**src/rtl/tbcm_stream_merger.sv**
```systemverilog
// tbcm_stream_merger
//   Packet-aware round-robin merger of INPUTS valid/ready streams into one.
//   An owner is picked combinationally while idle, starting after the last
//   granted index (with wrap-around). The owner is then held until its
//   last beat is accepted.
//
// Configuration:
//   TBCM_STREAM_MERGER_OUTPUT_SLICE_EN
//     defined   : output driven by a 2-entry skid buffer (1-cycle latency,
//                 no combinational path from i_ready to o_ready).
//     undefined : output is a pass-through of the owner (0-cycle latency).
//
// Ports:
//   clk, rst_n      clock, asynchronous active-low reset
//   i_valid/o_ready per-input handshake
//   i_data, i_last  per-input payload (i_data is an unpacked array)
//   o_valid/i_ready merged output handshake
//   o_data, o_last  merged payload
//   o_grant         one-hot current owner, zero when idle with no request
module tbcm_stream_merger #(
    parameter int unsigned INPUTS = 2,
    parameter int unsigned WIDTH  = 8
) (
    input  logic              clk,
    input  logic              rst_n,
    input  logic [INPUTS-1:0] i_valid,
    output logic [INPUTS-1:0] o_ready,
    input  logic [WIDTH-1:0]  i_data [INPUTS],
    input  logic [INPUTS-1:0] i_last,
    output logic              o_valid,
    input  logic              i_ready,
    output logic [WIDTH-1:0]  o_data,
    output logic              o_last,
    output logic [INPUTS-1:0] o_grant
);

    localparam int unsigned IdxW = $clog2(INPUTS);
    typedef logic [IdxW-1:0] idx_t;
    localparam logic [INPUTS-1:0] OneHotLsb = INPUTS'(1);

    typedef enum logic [0:0] {StIdle, StLocked} state_e;

    state_e state_q, state_d;
    idx_t   ptr_q, ptr_d;
    idx_t   owner_q, owner_d;

    idx_t              cand;
    idx_t              scan_idx;
    logic              scan_any;
    idx_t              grant_idx;
    logic              grant_any;
    logic [INPUTS-1:0] grant_oh;
    logic              in_valid;
    logic [WIDTH-1:0]  in_data;
    logic              in_last;
    logic              stage_ready;
    logic              accept;

    // Round-robin search starting at (ptr + 1) mod INPUTS.
    always_comb begin
        scan_any = 1'b0;
        scan_idx = '0;
        cand     = '0;
        for (int unsigned j = 0; j < INPUTS; j++) begin
            cand = idx_t'((32'(ptr_q) + 32'd1 + j) % INPUTS);
            if (!scan_any && i_valid[cand]) begin
                scan_any = 1'b1;
                scan_idx = cand;
            end
        end
    end

    // Grant is forced off while reset is asserted so no input sees a
    // ready or grant before the block is running.
    always_comb begin
        grant_any = 1'b0;
        grant_idx = scan_idx;
        if (rst_n) begin
            if (state_q == StLocked) begin
                grant_any = 1'b1;
                grant_idx = owner_q;
            end else begin
                grant_any = scan_any;
                grant_idx = scan_idx;
            end
        end
    end

    assign grant_oh = grant_any ? (OneHotLsb << grant_idx) : '0;
    assign o_grant  = grant_oh;
    assign in_valid = grant_any & i_valid[grant_idx];
    assign in_data  = i_data[grant_idx];
    assign in_last  = i_last[grant_idx];
    assign o_ready  = stage_ready ? grant_oh : '0;
    assign accept   = in_valid & stage_ready;

    always_comb begin
        state_d = state_q;
        ptr_d   = ptr_q;
        owner_d = owner_q;
        unique case (state_q)
            StIdle: begin
                if (grant_any) begin
                    ptr_d   = grant_idx;
                    owner_d = grant_idx;
                    // Single-beat packets never lock.
                    if (!(accept && in_last)) state_d = StLocked;
                end
            end
            StLocked: begin
                if (accept && in_last) state_d = StIdle;
            end
            default: state_d = StIdle;
        endcase
    end

    always_ff @(posedge clk or negedge rst_n) begin
        if (!rst_n) begin
            state_q <= StIdle;
            ptr_q   <= idx_t'(INPUTS - 1);
            owner_q <= '0;
        end else begin
            state_q <= state_d;
            ptr_q   <= ptr_d;
            owner_q <= owner_d;
        end
    end

`ifdef TBCM_STREAM_MERGER_OUTPUT_SLICE_EN
    logic [1:0]       cnt_q, cnt_d;
    logic             not_full_q;
    logic [WIDTH-1:0] data0_q, data0_d, data1_q, data1_d;
    logic             last0_q, last0_d, last1_q, last1_d;
    logic             pop;

    // Entry 0 is the head and drives the outputs directly.
    assign o_valid     = (cnt_q != 2'd0);
    assign o_data      = data0_q;
    assign o_last      = last0_q;
    assign stage_ready = not_full_q;
    assign pop         = o_valid & i_ready;

    always_comb begin
        cnt_d   = cnt_q;
        data0_d = data0_q;
        data1_d = data1_q;
        last0_d = last0_q;
        last1_d = last1_q;
        unique case ({accept, pop})
            2'b10: begin
                if (cnt_q == 2'd0) begin
                    data0_d = in_data;
                    last0_d = in_last;
                end else begin
                    data1_d = in_data;
                    last1_d = in_last;
                end
                cnt_d = cnt_q + 2'd1;
            end
            2'b01: begin
                data0_d = data1_q;
                last0_d = last1_q;
                cnt_d   = cnt_q - 2'd1;
            end
            2'b11: begin
                if (cnt_q == 2'd1) begin
                    data0_d = in_data;
                    last0_d = in_last;
                end else begin
                    data0_d = data1_q;
                    last0_d = last1_q;
                    data1_d = in_data;
                    last1_d = in_last;
                end
            end
            default: ;
        endcase
    end

    always_ff @(posedge clk or negedge rst_n) begin
        if (!rst_n) begin
            cnt_q      <= 2'd0;
            not_full_q <= 1'b1;
            data0_q    <= '0;
            data1_q    <= '0;
            last0_q    <= 1'b0;
            last1_q    <= 1'b0;
        end else begin
            cnt_q      <= cnt_d;
            not_full_q <= (cnt_d != 2'd2);
            data0_q    <= data0_d;
            data1_q    <= data1_d;
            last0_q    <= last0_d;
            last1_q    <= last1_d;
        end
    end
`else
    assign stage_ready = i_ready;
    assign o_valid     = in_valid;
    assign o_data      = grant_any ? in_data : '0;
    assign o_last      = grant_any ? in_last : 1'b0;
`endif

endmodule

```
**config.mk**
```make
export PLATFORM = sky130hd
export DESIGN_NAME = tbcm_stream_merger
export DESIGN_NICKNAME = d
export VERILOG_FILES = /design/src/rtl/tbcm_stream_merger.sv
export SDC_FILE = /design/constraint.sdc
export NUM_CORES = 1
export LEC_CHECK = 0
export BUFFER_PORTS_ARGS = -buffer_cell sky130_fd_sc_hd__buf_2
export CORE_AREA = 3 3 40 42
export DETAILED_ROUTE_END_ITERATION = 6
export DIE_AREA = 0 0 43 45
export PLACE_DENSITY = 0.74
export SLEW_MARGIN = 15
export SYNTH_ARGS = -nofsm -noshare
export SYNTH_HDL_FRONTEND = slang
export SYNTH_SLANG_ARGS = --single-unit
```
**constraint.sdc**
```tcl
create_clock -name clk -period 2.8 [get_ports clk]
set_clock_uncertainty 0.2 [all_clocks]
set_input_delay 0.56 -clock clk [delete_from_list [all_inputs] [get_ports clk]]
set_output_delay 0.56 -clock clk [all_outputs]
set_load 0.03 [all_outputs]
```
After elaboration in Yosys (flattened, before gate mapping)
Index checks and enable logic that the tools add are counted.
Word-level totals
  memory bits (writable): 0
  memories kept: 0
  word-level logic and storage cells: 44
  bits in latches: 0
  ROM bits: 0
  output and inout port bits: 14
  register bits: 3
Cells by class
  equality and inequality tests: 0
  add/sub/neg operators: 2
  $mul: 0
  div/mod/pow operators: 0
  muxes and demuxes: 26
  bitwise gates (word level): 4
  order comparisons: 4
  shift operators: 1
  reduce and logical (&&, ||, !) cells: 4
Operators with widths (number)
  $mux W8: 4
  $mux W1: 19
  $lt A1 B2 Y1 const B: 3
  $mux W2: 2
  $add A1 B1 Y1 const B: 2
  $and A1 B1 Y1: 2
  $ge A2 B2 Y1 const B: 1
  $logic_and A1 B1 Y1: 2
  $not A1 Y2: 1
  $pmux W1 S2: 1
  $reduce_and A2 Y1: 1
  $shl A1 B1 Y2 const A: 1
  $logic_not A1 Y1: 1
  $not A1 Y1: 1

Depth between registers and ports, before layout
Gate-level depths: netlist (run 1).
  depth after elaboration: 17
  gate-level depth with buffers: 4

Least setup slack after synthesis (run 1)
OpenSTA, ideal clock, no wires.
  path kind: in2out
  start: in rst_n
  end: out o_data[1]
  stages on the path: 4
  path buffers: 2
  data arrival time: 1.763 ns
  path slack: 0.277 ns
  path through: buf_2 > inv_2 > buf_2 > o32ai_1
On the way
  word-level cells in the longest chain between the ends: 6
  elaborated cells on any way between the ends: 7
  those cells by class: 6 x mux; 1 x bitwise
RTL lines
  start: declaration: RTL line 25  | input logic rst_n,
  $mux W1: RTL line 78  | if (rst_n) begin
  $not A1 Y2 (not written as such): RTL line 92  | assign in_data = i_data[grant_idx];
  $mux W8 (not written as such) (3 in series): RTL line 92
  $mux W8 *: RTL line 200  | assign o_data = grant_any ? in_data : '0;
  end: declaration: RTL line 32  | output logic [WIDTH-1:0] o_data,
Mark *: on every way between the ends. The rest lies on a longest branch, timed or not. The select of a mux whose other input is x is not followed.

Worst setup path in the final report (run 1)
  start: reg state_q
  end: out o_data[1]
On the way
  word-level cells in the longest chain between the ends: 7
  elaborated cells on any way between the ends: 9
  those cells by class: 8 x mux; 1 x bitwise
RTL lines
  start: declaration: RTL line 43  | state_e state_q, state_d;
  start signal: assignment: RTL line 119  | state_q <= StIdle;
  start signal: assignment: RTL line 123  | state_q <= state_d;
  $mux W1: RTL line 79  | if (state_q == StLocked) begin
  $mux W1: RTL line 78
  $not A1 Y2 (not written as such): RTL line 92
  $mux W8 (not written as such) (3 in series): RTL line 92
  $mux W8 *: RTL line 200
Marked as above.

==> impl_metrics.json, run 1 <==
{
  "outcome": "finished clean",
  "grt_usage_pct": 14.0,
  "fmax_mhz": 415,
  "synth_ff_type": "dfrtp_1",
  "cp_max_fo": 10,
  "synth_nets": 86,
  "synthCells": 63,
  "initial_utilization_pct": 37.7,
  "dieHeight_um": 45,
  "max_cap_viol_count": 0,
  "critPathCapture": "o_data[1]",
  "die-width_um": 43,
  "end_kind": "output port",
  "finalMaxSlewViolations": 0,
  "cts_setup_buffers": 0,
  "reg2reg_to": "state_q",
  "detail-route-antenna-nets": 0,
  "min_path_type": "in -> async",
  "fin_tns_setup_ps": 0,
  "yosysUniqueCellTypes": 31,
  "ys_ff_latch": 3,
  "slew_headroom_pct": 76.9,
  "crit_cells": 4,
  "nFillCells": 123,
  "cts_root_buf": "clkbuf_4",
  "core_um2": 1280,
  "synth.yosys.seq_area_share_pct": 15.8,
  "synth_xor_xnor_area_share_pct": 0,
  "grt_overflow": 0,
  "power_density_nw_per_um2": 761,
  "rrSetupSlack_ps": 1310,
  "clockBufferDepth": 2,
  "cp_num_buf_inv": 2,
  "critPathMaxStageDelay_ps": 470,
  "drive_gt1_share_pct": 49.5,
  "die_area_um2": 1940,
  "synth_compound_area_share_pct": 39.3,
  "clk_pin_slew_worst_paths_ps": 40,
  "antenna_found_initial": 0,
  "cts_tree": "built",
  "synth_async_sr_flop_share_pct": 100,
  "drt_iter0_markers": 10,
  "path_delay_family": "flip-flops",
  "synth.area.mux_share_pct": 9.04,
  "cp-start-kind": "flip-flop",
  "period_needed_ps": 2410,
  "rsz0062_at_grt": "false",
  "cts_htree_levels": 1,
  "yosys.area_share.adder_pct": 0,
  "row_count": 13,
  "cts_resized": 0,
  "yosys.area_share.simple_pct": 23.0,
  "path_cells": "inv_2 -> mux2i_4 -> o32ai_1 -> buf_2",
  "synth_edf_count": 0,
  "area_delta_synth_final_pct": 41.3,
  "hpwl_um": 961,
  "ios": 37,
  "crit-reg2reg-launch": "owner_q",
  "ys_warn_count": 0,
  "n_antenna_cell": 0,
  "grt_max_degree": 21,
  "critPathKind": "reg -> out",
  "cts.sinks": 3,
  "r2r_cells": 3,
  "vias": 587,
  "synth_top_family_by_area": "compound AO/OA/AOI/OAI gates",
  "p_leak_nw": 0.353,
  "clock_latency_ps": 240,
  "port_buffers": 36,
  "grt_first_pass_wirelength_mm": 2.04,
  "cp.arrival_ps": 1650,
  "crit_slowest_cell": "dfrtp_1",
  "remaining_drc_errors": 0,
  "final-setup-viol-count": 0,
  "hold_viol": 0,
  "synth.avg_cell_area_um2": 7.69,
  "netlist_area_um2": 484,
  "whs_ps": 22.8,
  "first_pass_iters": 4,
  "post-route-period-util_pct": 86.1,
  "routed_wl_mm": 1.27,
  "drt-wirelength-per-cell_um": 11.1,
  "grt_pass1_vias": 498,
  "fin_nets": 123,
  "cts_made_buffers": 3,
  "tightest_slew_ps": 339,
  "crit_path_start": "state_q",
  "required_ps": 2040,
  "irDropWorstVdd_mv": 0.335,
  "via_per_inst": 5.15,
  "gp_congestion": 0.691,
  "hold_buffers": 0
}
[flip-flops by register name (all words and copies together), names as in the netlist]
register	cells
ptr_q	1
state_q	1
owner_q	1
[cell families after synthesis]
group | count (synthesis)
AO/OA/AOI/OAI | 22
AND/OR/NAND/NOR | 21
buffers and inverters | 14
flip-flops | 3
multiplexers | 3
[area by class of cell]
class                      instances  area [um2]  area share (%)
sequential                         3        76.3            11.2
inverter                          10        37.5            5.48
tap                               15        18.8            2.74
timing repair buffer              36         180            26.3
multi-input combinational         46         345            50.5
clock buffer                       4        26.3            3.84
[metrics by stage]
| stage | cell area [um2] | utilization [%] | cells | power, mW | worst slack, ps |
|---|---|---|---|---|---|
| 3_3_place_gp | 658 | 51.2 | 110 | 0.442 | 427 |
| 4_1_cts | 684 | 53.3 | 114 | 0.528 | 380 |
| 2_1_floorplan | 484 | - | 63 | 0.357 | 277 |
| 3_5_place_dp | 658 | 51.2 | 110 | 0.445 | 419 |
| 6_report | 684 | 53.3 | 114 | 0.521 | 389 |
| 5_1_grt | 684 | 53.3 | 114 | 0.558 | 265 |
[cell usage in the layout (no fill, tap or decap), types with 2 or more instances in the layout]
cell type | netlist | layout
buf_2 | 2 | 36
nand2_1 | 11 | 11
inv_1 | 8 | 8
o32ai_1 | 8 | 8
nor2_1 | 3 | 3
clkbuf_4 | 0 | 3
inv_2 | 2 | 2
a21boi_0 | 2 | 2
o31ai_1 | 2 | 2
o21ai_0 | 2 | 2
dfrtp_1 | 2 | 2
[cells in the mapped netlist, drive strengths merged (2+ instances only)]
cell type  count  area, um2
nand2         11       41.3
inv           10       37.5
o32ai          8       70.1
a21boi         4       33.8
buf            3       21.3
nor2           3       11.3
dfrtp          2       50.1
mux2i          2       32.5
nor3b          2       20.0
o21ai          2       10.0
o31ai          2       15.0
[worst register-to-register path, stage by stage, from the launching register on]
cell,delay [ps]
dfrtp_1,490
mux2_2,390
a22oi_1,200
a22o_1,150
[worst min-delay path by stage]
stage | cells past startpoint | to | startpoint | slack [ps]
floorplan | 0 | owner_q | rst_n | 60
global placement | 1 | state_q | rst_n | 270
detailed placement | 1 | owner_q | rst_n | 270
CTS | 1 | owner_q | rst_n | 20
global route | 1 | owner_q | rst_n | 30
finish | 1 | owner_q | rst_n | 20
[per-layer routing]
metal	wire length [um]	global-route usage, %	up-vias	share of wire (%)
li1	-	-	302	-
met2	527	19.5	32	41
met4	19	9.04	0	1.5
met1	586	19.8	249	46
met5	0	0	-	0
met3	138	2.39	4	11
[report_power, final]
| part | switching (mW) | internal [mW] | leakage [nW] |
|---|---|---|---|
| Sequential | 0.0270 | 0.0646 | 0.0320 |
| Clock | 0.0250 | 0.0536 | 0.0150 |
| Combinational | 0.224 | 0.126 | 0.306 |
No activity file was read; power rests on OpenSTA's default activity.
==> inputs of run 2 (changes only) <==
==> constraint.sdc (replaced) <==
create_clock -name clk -period 2.9 [get_ports clk]
set_clock_uncertainty 0.2 [all_clocks]
set_input_delay 0.58 -clock clk [delete_from_list [all_inputs] [get_ports clk]]
set_output_delay 0.58 -clock clk [all_outputs]
set_load 0.03 [all_outputs]
==> impl_metrics.json, run 2 (synthesized netlist as in run 1, its figures left out) <==
{
  "cts_htree_levels": 1,
  "core_um2": 1280,
  "outcome": "finished clean",
  "n_antenna_cell": 0,
  "end_kind": "output port",
  "rrSetupSlack_ps": 1430,
  "fin_cells": 114,
  "fmax_mhz": 414,
  "cts_made_buffers": 3,
  "cts_root_buf": "clkbuf_4",
  "hold_buffers": 0,
  "irDropWorstVdd_mv": 0.306,
  "fin_tns_setup_ps": 0,
  "tightest_slew_ps": 332,
  "hold_viol": 0,
  "final_core_util_pct": 53.3,
  "grt_usage_pct": 13.7,
  "area_delta_synth_final_pct": 41.3,
  "die-width_um": 43,
  "power_density_nw_per_um2": 733,
  "nFillCells": 126,
  "clockBufferDepth": 2,
  "cts_resized": 0,
  "cts_setup_buffers": 0,
  "clk_pin_slew_worst_paths_ps": 40,
  "drt-wirelength-per-cell_um": 11.1,
  "initial_utilization_pct": 37.7,
  "grt_max_degree": 21,
  "final-setup-viol-count": 0,
  "vias": 583,
  "port_buffers": 36,
  "max_cap_viol_count": 0,
  "r2r_cells": 3,
  "routed_wl_mm": 1.27,
  "drt_iter0_markers": 8,
  "antenna_found_initial": 0,
  "whs_ps": 43.7,
  "cp_max_fo": 10,
  "period_needed_ps": 2410,
  "fin_nets": 123,
  "gp_congestion": 0.691,
  "grt_first_pass_wirelength_mm": 2.01,
  "hpwl_um": 959,
  "cts.sinks": 3,
  "die_area_um2": 1940,
  "post-route-period-util_pct": 83.2,
  "reg2reg_to": "state_q",
  "finalMaxSlewViolations": 0,
  "cp-start-kind": "flip-flop",
  "slew_headroom_pct": 77.4,
  "drive_gt1_share_pct": 49.5,
  "remaining_drc_errors": 0,
  "required_ps": 2120,
  "ios": 37,
  "dp_cells": 110,
  "cp.arrival_ps": 1630,
  "crit-reg2reg-launch": "owner_q",
  "min_path_type": "in -> async",
  "critPathKind": "reg -> out",
  "final_common_cell": "buf_2",
  "rsz0062_at_grt": "false",
  "cts_tree": "built",
  "dieHeight_um": 45,
  "clock_latency_ps": 240,
  "detail-route-antenna-nets": 0,
  "via_per_inst": 5.11,
  "p_leak_nw": 0.353,
  "largestRegisters": "owner_q (1), ptr_q (1), state_q (1)",
  "finalPower_mw": 0.502,
  "first_pass_iters": 4,
  "mostFrequentLayoutCells": "36 x buf_2, 11 x nand2_1, 8 x inv_1, 8 x o32ai_1",
  "grt_overflow": 0,
  "grt_pass1_vias": 484,
  "row_count": 13
}
==> run 2: cell counts in the layout (fill, tap and decap cells not counted) <==
Identical to the previous run, type by type.
==> run 2: layout make-up <==
type	count	area (um2)	share of cell area, %
repair buffers	36	180	26.3
multi-input cells	46	345	50.5
clock buffers	4	26.3	3.84
inverters	10	37.5	5.48
well taps	15	18.8	2.74
flip-flops and latches	3	76.3	11.2
==> run 2: worst max-delay path: stages, from the launching register on <==
cell,delay (ps)
dfrtp_1,460
inv_2,180
mux2i_4,390
o32ai_1,150
buf_2,200
==> run 2: where the power goes <==
group          internal [mW]  switching (mW)  total, mW
Clock                 0.0517          0.0241     0.0759
Combinational          0.122           0.216      0.338
Sequential            0.0624          0.0256     0.0880
==> run 2: metal layers <==
metal  global-route usage, %  up-vias  share of wire (%)
met3                    1.20        4                 10
met5                       0        -                  0
li1                        -      302                  -
met4                    9.04        0                1.4
met1                    19.3      245                 45
met2                    19.8       32                 43
==> run 2: through the flow <==
step	setup WS (ps)	area (um2)
final	486	684
after global routing	342	684
after CTS	464	684
after detailed placement	472	658
after global placement	487	658
after floorplan	337	484
==> run 2: worst max-delay path by stage <==
| stage | from | to |
|---|---|---|
| detailed placement | rst_n | o_data[7] |
| global route | rst_n | o_data[7] |
| floorplan | rst_n | o_data[1] |
| finish | state_q | o_data[1] |
| CTS | state_q | o_data[7] |
| global placement | rst_n | o_data[7] |
==> inputs of run 3 (changes only) <==
--- a/config.mk
+++ b/config.mk
@@ -5,11 +5,12 @@
 export SDC_FILE = /design/constraint.sdc
 export NUM_CORES = 1
 export LEC_CHECK = 0
+export ABC_AREA = 1
 export BUFFER_PORTS_ARGS = -buffer_cell sky130_fd_sc_hd__buf_2
 export CORE_AREA = 3 3 40 42
 export DETAILED_ROUTE_END_ITERATION = 6
 export DIE_AREA = 0 0 43 45
-export PLACE_DENSITY = 0.74
+export PLACE_DENSITY = 0.66
 export SLEW_MARGIN = 15
 export SYNTH_ARGS = -nofsm -noshare
 export SYNTH_HDL_FRONTEND = slang
==> constraint.sdc (replaced) <==
create_clock -name clk -period 2.35 [get_ports clk]
set_clock_uncertainty 0.2 [all_clocks]
set_input_delay 0.47 -clock clk [delete_from_list [all_inputs] [get_ports clk]]
set_output_delay 0.47 -clock clk [all_outputs]
set_load 0.03 [all_outputs]
==> impl_metrics.json, run 3 <==
{
  "outcome": "finished clean",
  "cts_resized": 0,
  "grt_max_degree": 10,
  "hpwl_um": 929,
  "final-setup-viol-count": 0,
  "synth_async_sr_flop_share_pct": 100,
  "mostFrequentLayoutCells": "38 x nand2_1, 36 x buf_2, 6 x inv_1",
  "nFillCells": 152,
  "remaining_drc_errors": 0,
  "rsz0062_at_grt": "false",
  "path_delay_family": "simple AND/OR/NAND/NOR gates",
  "post-route-period-util_pct": 94.3,
  "synth.largest_area_cell": "nand2_1",
  "cp-start-kind": "flip-flop",
  "yosysTopAreaCellShare_pct": 37.7,
  "irDropWorstVdd_mv": 0.282,
  "final_common_cell": "nand2_1",
  "ys_warn_count": 0,
  "synthCells": 69,
  "synth_nets": 92,
  "crit_slowest_cell": "dfstp_2",
  "netlist_area_um2": 378,
  "clockBufferDepth": 2,
  "drt-wirelength-per-cell_um": 9.64,
  "yosysUniqueCellTypes": 16,
  "via_per_inst": 4.45,
  "cts_htree_levels": 1,
  "drive_gt1_share_pct": 46.4,
  "required_ps": 1680,
  "ios": 37,
  "cts_made_buffers": 3,
  "fin_cells": 125,
  "synth.yosys.seq_area_share_pct": 20.2,
  "synth_edf_count": 0,
  "row_count": 13,
  "max_cap_viol_count": 0,
  "yosysMostFrequentCell": "nand2_1",
  "stdcell_area_um2": 608,
  "antenna_found_initial": 0,
  "crit-reg2reg-launch": "ptr_q",
  "p_leak_nw": 0.402,
  "cp.arrival_ps": 1550,
  "synth_commonest_cells": "38 x nand2_1, 6 x inv_1, 4 x nor2_1",
  "dp_cells": 119,
  "cp_max_fo": 5,
  "first_pass_iters": 4,
  "finalPower_mw": 0.484,
  "synth_ff_type": "dfrtp_1",
  "r2r_cells": 7,
  "initial_utilization_pct": 29.4,
  "slew_headroom_pct": 84.4,
  "cts_tree": "built",
  "cts.sinks": 3,
  "grt_usage_pct": 13.1,
  "finalMaxSlewViolations": 0,
  "fmax_mhz": 451,
  "drt_iter0_markers": 10,
  "hold_viol": 0,
  "cts_root_buf": "clkbuf_4",
  "dieHeight_um": 45,
  "min_path_type": "in -> async",
  "core_um2": 1280,
  "vias": 556,
  "path_cells": "nand2_1 -> nand3_2 -> nand2_4 -> nor2_2 -> nand2_1 -> nand2_1 -> buf_2",
  "end_kind": "output port",
  "placed_area_um2": 566,
  "die-width_um": 43,
  "critPathMaxStageDelay_ps": 540,
  "rrSetupSlack_ps": 890,
  "largestRegisters": "owner_q (1), ptr_q (1), state_q (1)",
  "grt_first_pass_wirelength_mm": 1.87,
  "routed_wl_mm": 1.21,
  "clock_latency_ps": 230,
  "grt_pass1_vias": 447,
  "yosys-top-cells-area": "nand2_1 38%, dfrtp_1 13%, dfstp_2 7.0%",
  "area_delta_synth_final_pct": 60.9,
  "port_buffers": 36,
  "synth.avg_cell_area_um2": 5.48,
  "ys_ff_latch": 3,
  "detail-route-antenna-nets": 0,
  "reg2reg_to": "state_q",
  "n_antenna_cell": 0,
  "grt_overflow": 0,
  "fin_tns_setup_ps": 0,
  "period_needed_ps": 2220,
  "cp_num_buf_inv": 1,
  "critPathKind": "reg -> out",
  "clk_pin_slew_worst_paths_ps": 40,
  "power_density_nw_per_um2": 795,
  "gp_congestion": 0.724,
  "tightest_slew_ps": 234,
  "crit_top_cell": "nand2_1",
  "fin_nets": 134,
  "whs_ps": 52.3,
  "die_area_um2": 1940
}
run 3: changes by cell type after synthesis, sizes merged, moves of 2 or more:
| cell | delta |
|---|---|
| nand2 | +30 |
| a21boi | -4 |
| nand3 | +5 |
| mux2i | -2 |
| nor2 | +4 |
| nor3b | -2 |
| o31ai | -2 |
| buf | -2 |
| o32ai | -8 |
| inv | -2 |
run 3: what timing repair did:
| item | 4_1_cts | 5_1_grt |
|---|---|---|
| hold buffers | 1 | 0 |
| setup endpoints to repair | 0 | 7 |
| hold endpoints to repair | 2 | 0 |
| setup buffers | 0 | 0 |
run 3: logic make-up (layout without fill, tap and decap cells):
kind of cell,after synthesis,in the layout,share of synthesized area [%]
AO/OA/AOI/OAI,3,3,3.97
flip-flops,3,3,20.2
buffers and inverters,9,49,10.9
AND/OR/NAND/NOR,54,55,64.9
run 3: power breakdown:
part / switching (mW) / total (mW) / internal, mW
sequential: 0.0187 / 0.0929 / 0.0742
combinational: 0.208 / 0.300 / 0.0923
clock: 0.0269 / 0.0906 / 0.0637
run 3: layer usage:
| metal | share of wire, % | up-vias | global-route usage (%) | wire, um |
|---|---|---|---|---|
| li1 | - | 292 | - | - |
| met1 | 40 | 238 | 13.5 | 478 |
| met2 | 55 | 26 | 23.1 | 657 |
| met3 | 5.7 | 0 | 3.59 | 69 |
| met4 | 0 | 0 | 9.04 | 0 |
| met5 | 0 | - | 0 | 0 |
run 3: through the flow:
| stage | util (%) | setup slack [ps] |
|---|---|---|
| 2_1_floorplan | - | 283 |
| 4_1_cts | 46.8 | 102 |
| 3_5_place_dp | 44.0 | 217 |
| 6_report | 47.3 | 135 |
| 3_3_place_gp | 44.0 | 236 |
| 5_1_grt | 47.3 | 18.3 |
run 3: final cells by class:
class                      count  area [um2]  area share, %
multi-input combinational     58         267           43.8
inverter                       8        30.0           4.94
tap                           15        18.8           3.09
sequential                     3        76.3           12.6
clock buffer                   4        26.3           4.32
timing repair buffer          37         190           31.3
run 3: worst max-delay path by stage:
| stage | depth (start not counted) | startpoint | slack [ps] | end |
|---|---|---|---|---|
| after floorplan | 4 | ptr_q | 280 | o_ready[0] |
| after global placement | 8 | rst_n | 240 | o_data[1] |
| after detailed placement | 8 | rst_n | 220 | o_data[1] |
| after CTS | 7 | ptr_q | 100 | o_data[1] |
| after global routing | 7 | ptr_q | 20 | o_data[3] |
| final | 7 | ptr_q | 130 | o_data[0] |
